## src/rtl/if_id_stage_reg_if.sv

```systemverilog
// Fetch-to-decode handshake bundle for the IF/ID pipeline register.
// The slave modport is the stage register; the master modport is the fetch/decode environment.
interface if_id_stage_reg_if #(
  parameter int DATA_W = 32
);
  logic              in_valid;
  logic [DATA_W-1:0] in_instr;
  logic [DATA_W-1:0] in_pc4;
  logic              in_ready;
  logic              stall;
  logic              flush;
  logic              out_valid;
  logic [DATA_W-1:0] out_instr;
  logic [DATA_W-1:0] out_pc4;
  logic [4:0]        out_rs;
  logic [4:0]        out_rt;

  modport slave (
    input  in_valid, in_instr, in_pc4, stall, flush,
    output in_ready, out_valid, out_instr, out_pc4, out_rs, out_rt
  );

  modport master (
    output in_valid, in_instr, in_pc4, stall, flush,
    input  in_ready, out_valid, out_instr, out_pc4, out_rs, out_rt
  );
endinterface

```

## src/rtl/if_id_stage_reg.sv

```systemverilog
// IF/ID pipeline register with a one-entry skid buffer, flush and stall handling.
// Optional stall-cycle counter enabled by defining IF_ID_STALL_CNT_EN.
module if_id_stage_reg #(
  parameter int DATA_W = 32
) (
  input  logic                clk,
  input  logic                reset,
  if_id_stage_reg_if.slave    bus
`ifdef IF_ID_STALL_CNT_EN
  ,
  output logic [15:0]         stall_cycles
`endif
);

  typedef enum logic [1:0] {
    ST_EMPTY = 2'd0,
    ST_FULL  = 2'd1,
    ST_SKID  = 2'd2
  } state_t;

  state_t            state_r, state_n_s;
  logic [DATA_W-1:0] main_instr_r, main_instr_n_s;
  logic [DATA_W-1:0] main_pc4_r, main_pc4_n_s;
  logic [DATA_W-1:0] skid_instr_r, skid_instr_n_s;
  logic [DATA_W-1:0] skid_pc4_r, skid_pc4_n_s;
  logic              in_ready_r, in_ready_n_s;
  logic              out_valid_s;
  logic              accept_s;
  logic              consume_s;

  assign out_valid_s = (state_r != ST_EMPTY);
  assign accept_s    = bus.in_valid && in_ready_r;
  assign consume_s   = out_valid_s && !bus.stall;

  // The main register is zeroed whenever the stage empties, so out_* read it directly as a NOP.
  assign bus.out_valid = out_valid_s;
  assign bus.out_instr = main_instr_r;
  assign bus.out_pc4   = main_pc4_r;
  assign bus.out_rs    = main_instr_r[25:21];
  assign bus.out_rt    = main_instr_r[20:16];
  assign bus.in_ready  = in_ready_r;

  // Next-state and next-register selection.
  always_comb begin
    state_n_s      = state_r;
    main_instr_n_s = main_instr_r;
    main_pc4_n_s   = main_pc4_r;
    skid_instr_n_s = skid_instr_r;
    skid_pc4_n_s   = skid_pc4_r;
    case (state_r)
      ST_EMPTY: begin
        if (accept_s) begin
          state_n_s      = ST_FULL;
          main_instr_n_s = bus.in_instr;
          main_pc4_n_s   = bus.in_pc4;
        end else begin
          state_n_s      = ST_EMPTY;
        end
      end
      ST_FULL: begin
        if (consume_s && accept_s) begin
          main_instr_n_s = bus.in_instr;
          main_pc4_n_s   = bus.in_pc4;
        end else if (consume_s) begin
          state_n_s      = ST_EMPTY;
          main_instr_n_s = {DATA_W{1'b0}};
          main_pc4_n_s   = {DATA_W{1'b0}};
        end else if (accept_s) begin
          state_n_s      = ST_SKID;
          skid_instr_n_s = bus.in_instr;
          skid_pc4_n_s   = bus.in_pc4;
        end else begin
          state_n_s      = ST_FULL;
        end
      end
      ST_SKID: begin
        if (consume_s) begin
          state_n_s      = ST_FULL;
          main_instr_n_s = skid_instr_r;
          main_pc4_n_s   = skid_pc4_r;
          skid_instr_n_s = {DATA_W{1'b0}};
          skid_pc4_n_s   = {DATA_W{1'b0}};
        end else begin
          state_n_s      = ST_SKID;
        end
      end
      default: begin
        state_n_s      = ST_EMPTY;
        main_instr_n_s = {DATA_W{1'b0}};
        main_pc4_n_s   = {DATA_W{1'b0}};
        skid_instr_n_s = {DATA_W{1'b0}};
        skid_pc4_n_s   = {DATA_W{1'b0}};
      end
    endcase
    if (bus.flush) begin
      state_n_s      = ST_EMPTY;
      main_instr_n_s = {DATA_W{1'b0}};
      main_pc4_n_s   = {DATA_W{1'b0}};
      skid_instr_n_s = {DATA_W{1'b0}};
      skid_pc4_n_s   = {DATA_W{1'b0}};
    end else begin
      state_n_s      = state_n_s;
    end
    in_ready_n_s = (state_n_s != ST_SKID);
  end

  // State, data and ready registers.
  always_ff @(posedge clk) begin
    if (reset) begin
      state_r      <= ST_EMPTY;
      main_instr_r <= {DATA_W{1'b0}};
      main_pc4_r   <= {DATA_W{1'b0}};
      skid_instr_r <= {DATA_W{1'b0}};
      skid_pc4_r   <= {DATA_W{1'b0}};
      in_ready_r   <= 1'b1;
    end else begin
      state_r      <= state_n_s;
      main_instr_r <= main_instr_n_s;
      main_pc4_r   <= main_pc4_n_s;
      skid_instr_r <= skid_instr_n_s;
      skid_pc4_r   <= skid_pc4_n_s;
      in_ready_r   <= in_ready_n_s;
    end
  end

`ifdef IF_ID_STALL_CNT_EN
  logic [15:0] stall_cnt_r;

  assign stall_cycles = stall_cnt_r;

  // Saturating count of cycles in which decode holds a live beat.
  always_ff @(posedge clk) begin
    if (reset) begin
      stall_cnt_r <= 16'h0000;
    end else if (out_valid_s && bus.stall && !bus.flush && (stall_cnt_r != 16'hFFFF)) begin
      stall_cnt_r <= stall_cnt_r + 16'h0001;
    end else begin
      stall_cnt_r <= stall_cnt_r;
    end
  end
`endif

endmodule

```

## src/flat_wrapper.sv

```systemverilog
// flat-port wrapper written by rule: the top's interface ports become plain ports
module if_id_stage_reg_flat 
#(
  parameter int DATA_W = 32
)
  (clk, reset, bus_in_valid, bus_in_instr, bus_in_pc4, bus_stall, bus_flush, bus_in_ready, bus_out_valid, bus_out_instr, bus_out_pc4, bus_out_rs, bus_out_rt);
  if_id_stage_reg_if #(.DATA_W(DATA_W)) bus_i ();
  input  logic clk;
  input  logic reset;
  input wire logic [$bits(bus_i.in_valid)-1:0] bus_in_valid;
  input wire logic [$bits(bus_i.in_instr)-1:0] bus_in_instr;
  input wire logic [$bits(bus_i.in_pc4)-1:0] bus_in_pc4;
  input wire logic [$bits(bus_i.stall)-1:0] bus_stall;
  input wire logic [$bits(bus_i.flush)-1:0] bus_flush;
  output wire logic [$bits(bus_i.in_ready)-1:0] bus_in_ready;
  output wire logic [$bits(bus_i.out_valid)-1:0] bus_out_valid;
  output wire logic [$bits(bus_i.out_instr)-1:0] bus_out_instr;
  output wire logic [$bits(bus_i.out_pc4)-1:0] bus_out_pc4;
  output wire logic [$bits(bus_i.out_rs)-1:0] bus_out_rs;
  output wire logic [$bits(bus_i.out_rt)-1:0] bus_out_rt;
  assign bus_i.in_valid = bus_in_valid;
  assign bus_i.in_instr = bus_in_instr;
  assign bus_i.in_pc4 = bus_in_pc4;
  assign bus_i.stall = bus_stall;
  assign bus_i.flush = bus_flush;
  assign bus_in_ready = bus_i.in_ready;
  assign bus_out_valid = bus_i.out_valid;
  assign bus_out_instr = bus_i.out_instr;
  assign bus_out_pc4 = bus_i.out_pc4;
  assign bus_out_rs = bus_i.out_rs;
  assign bus_out_rt = bus_i.out_rt;
  if_id_stage_reg #(.DATA_W(DATA_W)) u_core (.clk(clk), .reset(reset), .bus(bus_i));
endmodule
```

## config.mk

```make
export PLATFORM = sky130hd
export DESIGN_NAME = if_id_stage_reg_flat
export DESIGN_NICKNAME = d
export VERILOG_FILES = /design/src/rtl/if_id_stage_reg_if.sv /design/src/rtl/if_id_stage_reg.sv /design/src/flat_wrapper.sv
export SDC_FILE = /design/constraint.sdc
export NUM_CORES = 1
export LEC_CHECK = 0
export CORE_MARGIN = 3
export CORE_UTILIZATION = 50
export DETAILED_ROUTE_END_ITERATION = 6
export PLACE_DENSITY_LB_ADDON = 0.08
export SLEW_MARGIN = 20
export SYNTH_ARGS = -nofsm -noshare
export SYNTH_HDL_FRONTEND = slang
export SYNTH_SLANG_ARGS = --single-unit
```

## constraint.sdc

```tcl
create_clock -name clk -period 3.2 [get_ports clk]
set_input_delay 0.32 -clock clk [delete_from_list [all_inputs] [get_ports clk]]
set_output_delay 0.32 -clock clk [all_outputs]
set_load 0.005 [all_outputs]
```

Word level (Yosys, flattened, before mapping) --
Cells that the tools add are included.
Word-level totals: flip-flop bits (word level) 131, input bits 69, output and inout bits 76, logic and storage cells 47
Operators by class: equal/unequal tests 9, mux-type cells 22, bitwise gates (word level) 1, reduce and logical (&&, ||, !) cells 9
Operators by type and width (count):
- one-hot mux 32 bit (3 select lines) | 4
- two-way mux 32 bit | 11
- two-way mux 2 bit | 5
- != test 2 x 1 -> 1 bit (second input constant) | 3
- != test 2 bit (second input constant) | 3
- one-hot mux 2 bit (3 select lines) | 1
- AND reduction 5 bit | 1
- logical AND 1 bit | 3
- != test 3 x 1 -> 1 bit (second input constant) | 1
- AND reduction 3 bit | 1
- equality test 2 x 1 -> 1 bit (second input constant) | 1
- equality test 2 bit (second input constant) | 1
- zero test 2 bit | 1
- nonzero test 2 bit | 1
- OR reduction 2 bit | 1
- zero test 1 bit | 1
- two-way mux 1 bit | 1
- NOT 1 bit | 1

Depth between registers and ports, before layout --
word-level depth 7, mapped depth 7, gate-level depth less buffers 4

Worst setup path before layout --
No wires, ideal clock.
path kind input port to flip-flop, start point input port bus_stall, end point register u_core.main_instr_r[19] (netlist: u_core.bus.out_instr[19]), library setup time 135 ps, arrival time 1370 ps, required time 3065 ps, path slack 1695 ps, cell stages on the path 7, buffers on the path 3, path through buf_2 and4bb_2 buf_6 buf_1 o2bb2ai_1 a22oi_2 nor2_2
On the way: longest elaborated chain between the ends 5, elaborated cells on any way between the ends 8, those cells by class eq/ne: 2; mux: 2; reduce/logical: 4
Ends and longest elaborated chain:
- start, declared | RTL line flat_wrapper.sv:13 | input wire logic [$bits(bus_i.stall)-1:0] bus_stall;
- zero test 1 bit * | RTL line if_id_stage_reg.sv:33 | assign consume_s = out_valid_s && !bus.stall;
- logical AND 1 bit * | RTL line if_id_stage_reg.sv:33
- logical AND 1 bit | RTL line if_id_stage_reg.sv:61 | if (consume_s && accept_s) begin
- != test 3 x 1 -> 1 bit (no source line) / two-way mux 32 bit (equally long branches)
- AND reduction 3 bit (no source line) / one-hot mux 32 bit (3 select lines) (equally long branches)
- end signal, assigned | RTL line if_id_stage_reg.sv:111 | main_instr_r <= {DATA_W{1'b0}};
- end signal, assigned | RTL line if_id_stage_reg.sv:118 | main_instr_r <= main_instr_n_s;
- end, declared | RTL line if_id_stage_reg.sv:22 | logic [DATA_W-1:0] main_instr_r, main_instr_n_s;
Every way passes the cells marked *; elsewhere a longest branch is shown, timed or not. A chain may end at the register's enable or synchronous reset.

Final worst setup path --
start point register u_core.state_r[0], end point output port bus_out_valid
On the way: longest elaborated chain between the ends 1
Ends and longest elaborated chain:
- start, declared | RTL line if_id_stage_reg.sv:21 | state_t state_r, state_n_s;
- start signal, assigned | RTL line if_id_stage_reg.sv:117 | state_r <= state_n_s;
- nonzero test 2 bit | RTL line if_id_stage_reg.sv:31 | assign out_valid_s = (state_r != ST_EMPTY);
- end, declared | RTL line flat_wrapper.sv:16 | output wire logic [$bits(bus_i.out_valid)-1:0] bus_out_valid;
Every way passes these cells.

==> impl_metrics.json <==
{
  "status": "finished clean",
  "max-slew-margin-rel_pct": 43.1,
  "pin_count": 145,
  "avgSynthCellArea_um2": 9.14,
  "clkSinkCount": 131,
  "drc_errors": 0,
  "fin_crit_ns": 2.59,
  "floorplan.rows": 40,
  "grt_use_met1_pct": 29.4,
  "pre_cts_slack_ns": 0.747,
  "start_util_pct": 51.6,
  "worst_pin_slew_ns": 0.853,
  "die_h_um": 118,
  "wl_per_cell_um": 17.1,
  "netlist_area_um2": 6280,
  "fin_nets": 850,
  "clock-skew-final_ns": 0.00578,
  "grt_pass1_vias": 5397,
  "crit_fanout": 33,
  "final-seq-area_um2": 2630,
  "drive_gt1_share_pct": 12.1,
  "yosysTopAreaCell": "dfxtp_1",
  "yosys-top-cells-count": "131 x dfxtp_1, 66 x nand2_1, 65 x mux2i_1, 65 x nand3_1",
  "met3_usage_pct": 6.30,
  "worstHoldPathType": "register to register",
  "grt_overflow": 0,
  "track_usage_pct": 23.8,
  "cts_hold_buf": 0,
  "synthCells": 687,
  "yosysMostFrequentCell": "dfxtp_1",
  "cts-resized-gates": 0,
  "grt_use_met2_pct": 40.7,
  "fmax_mhz": 386,
  "cts_made_buffers": 17,
  "ys_types": 30,
  "async_reset_ff_share_pct": 0,
  "critPathLaunchType": "register",
  "slew_violations": 0,
  "dr.pass1.iters": 5,
  "antenna_found_initial": 0,
  "n_fill_cell": 1008,
  "place_congestion": 0.831,
  "clkTransAtPathRegs_ns": 0.05,
  "die_area_um2": 13900,
  "die_w_um": 118,
  "viasPerCell": 5.70,
  "critPathKind": "register to output port",
  "grt_max_degree": 130,
  "clkLatencyLatePin_ns": 0.42,
  "power_density_nw_per_um2": 511,
  "antenna_cells": 0,
  "routed_wl_um": 16400,
  "place_area_um2": 7600,
  "worst_setup_path_end_kind": "output port",
  "fin_area_um2": 8200,
  "p_leak_nw": 2.59,
  "synth_seq_area_share_pct": 41.8,
  "irDropWorstVdd_mv": 0.329,
  "grt_pass1_wl_um": 27100,
  "rsz0062_at_grt": "false",
  "finalSetupTns_ns": 0,
  "grt-busiest-layer": "met2",
  "post_cts_buffers": 0,
  "ant_nets": 0,
  "post-route-util_pct": 67.5,
  "crit_arrival_ns": 2.27,
  "setup_viol": 0,
  "multi_input_area_um2": 3170,
  "layout_setup_ws_ns": 0.608,
  "cts_tree": "built",
  "root_buffer": "clkbuf_16",
  "drv_cap": 0,
  "clockBufferDepth": 2,
  "fin_crit_sh_pct": 81.0,
  "detailedPlacementHpwl_um": 9950,
  "synth_edf_count": 0,
  "hold_violations": 0,
  "drt-initial-drc-count": 559,
  "holdWs_ns": 0.449,
  "io_buffer_count": 144,
  "fp.coreArea_um2": 12200,
  "area_growth_syn_to_layout_pct": 30.7,
  "synth_seq_cells": 131,
  "vias": 5480,
  "syn_nets": 756,
  "synthFlopType": "dfxtp_1",
  "yosysWarnings": 0,
  "crit_required_ns": 2.88,
  "synth_top_area_share_pct": 41.8,
  "htree_levels": 4,
  "synth_area_leaders": "dfxtp_1 42%, mux2i_1 10%, o2bb2ai_1 8.9%"
}
area by class of cell:
class                           count  share of cell area, %
Clock buffer                       24                   6.50
Tap cell                          168                   2.56
Multi-Input combinational cell    473                   38.7
Inverter                            2                 0.0915
Sequential cell                   131                   32.0
Timing Repair Buffer              156                   19.3
Clock inverter                      8                  0.854
routing by layer:
| layer | vias up | wire length (µm) |
|---|---|---|
| li1 | 2685 | - |
| met2 | 150 | 8230 |
| met1 | 2631 | 7210 |
| met4 | 0 | 178 |
| met5 | - | 0 |
| met3 | 14 | 816 |
per-stage QoR:
step / cells / total power, mW
after floorplan: 687 / 2.06
after global placement: 930 / 2.28
after detailed placement: 930 / 2.29
after CTS: 962 / 4.22
after global routing: 962 / 4.35
final: 962 / 4.19
logic make-up (layout without fill, tap and decap cells):
group	count (synthesis)	in the layout	synth area share, %
flip-flops	131	131	41.8
AO/OA/AOI/OAI	196	196	24.1
multiplexers	67	67	10.7
buffers and inverters	83	190	7.95
AND/OR/NAND/NOR	210	210	15.4
flip-flops by register name, summed over array words and instances, names as in the netlist:
signal                count
u_core.state_r            2
u_core.skid_pc4_r        32
u_core.bus.out_instr     32
u_core.skid_instr_r      32
u_core.bus.in_ready       1
u_core.bus.out_pc4       32
worst paths after layout:
check	startpoint	end	slack [ns]	cells past startpoint
hold / removal	u_core.skid_pc4_r[22]	u_core.skid_pc4_r[22]	0.45	2
hold reg to reg	u_core.skid_pc4_r[22]	u_core.skid_pc4_r[22]	0.45	2
setup reg to reg	u_core.state_r[1]	u_core.bus.out_pc4[9]	0.85	5
setup / recovery	u_core.state_r[0]	bus_out_valid	0.61	3
layout by cell type (no fill, tap or decap), types with 2 or more instances in the layout:
master and n:
clkdlybuf4s50_1 144, dfxtp_1 129, nand2_1 66, mux2i_1 65
nand3_1 65, o2bb2ai_1 64, a21oi_1 64, nor2_1 46
a22oi_1 44, a22oi_2 20, nor2_2 20, clkbuf_16 18
buf_4 8, clkbuf_8 6, clkinv_2 5, buf_12 4
nor3b_1 2, mux2_2 2, inv_1 2, and3_1 2
clkinvlp_4 2
power breakdown:
| part | switching, mW | internal (mW) |
|---|---|---|
| registers | 0.0315 | 1.67 |
| logic | 0.293 | 0.266 |
| clock network | 0.703 | 1.23 |
critical path, stage by stage, from the launching register on:
cell and delay [ns]:
dfxtp_2 0.69, buf_4 0.47, or2_2 0.18, clkdlybuf4s50_1 0.50
Power figures use the tool's default switching activity.
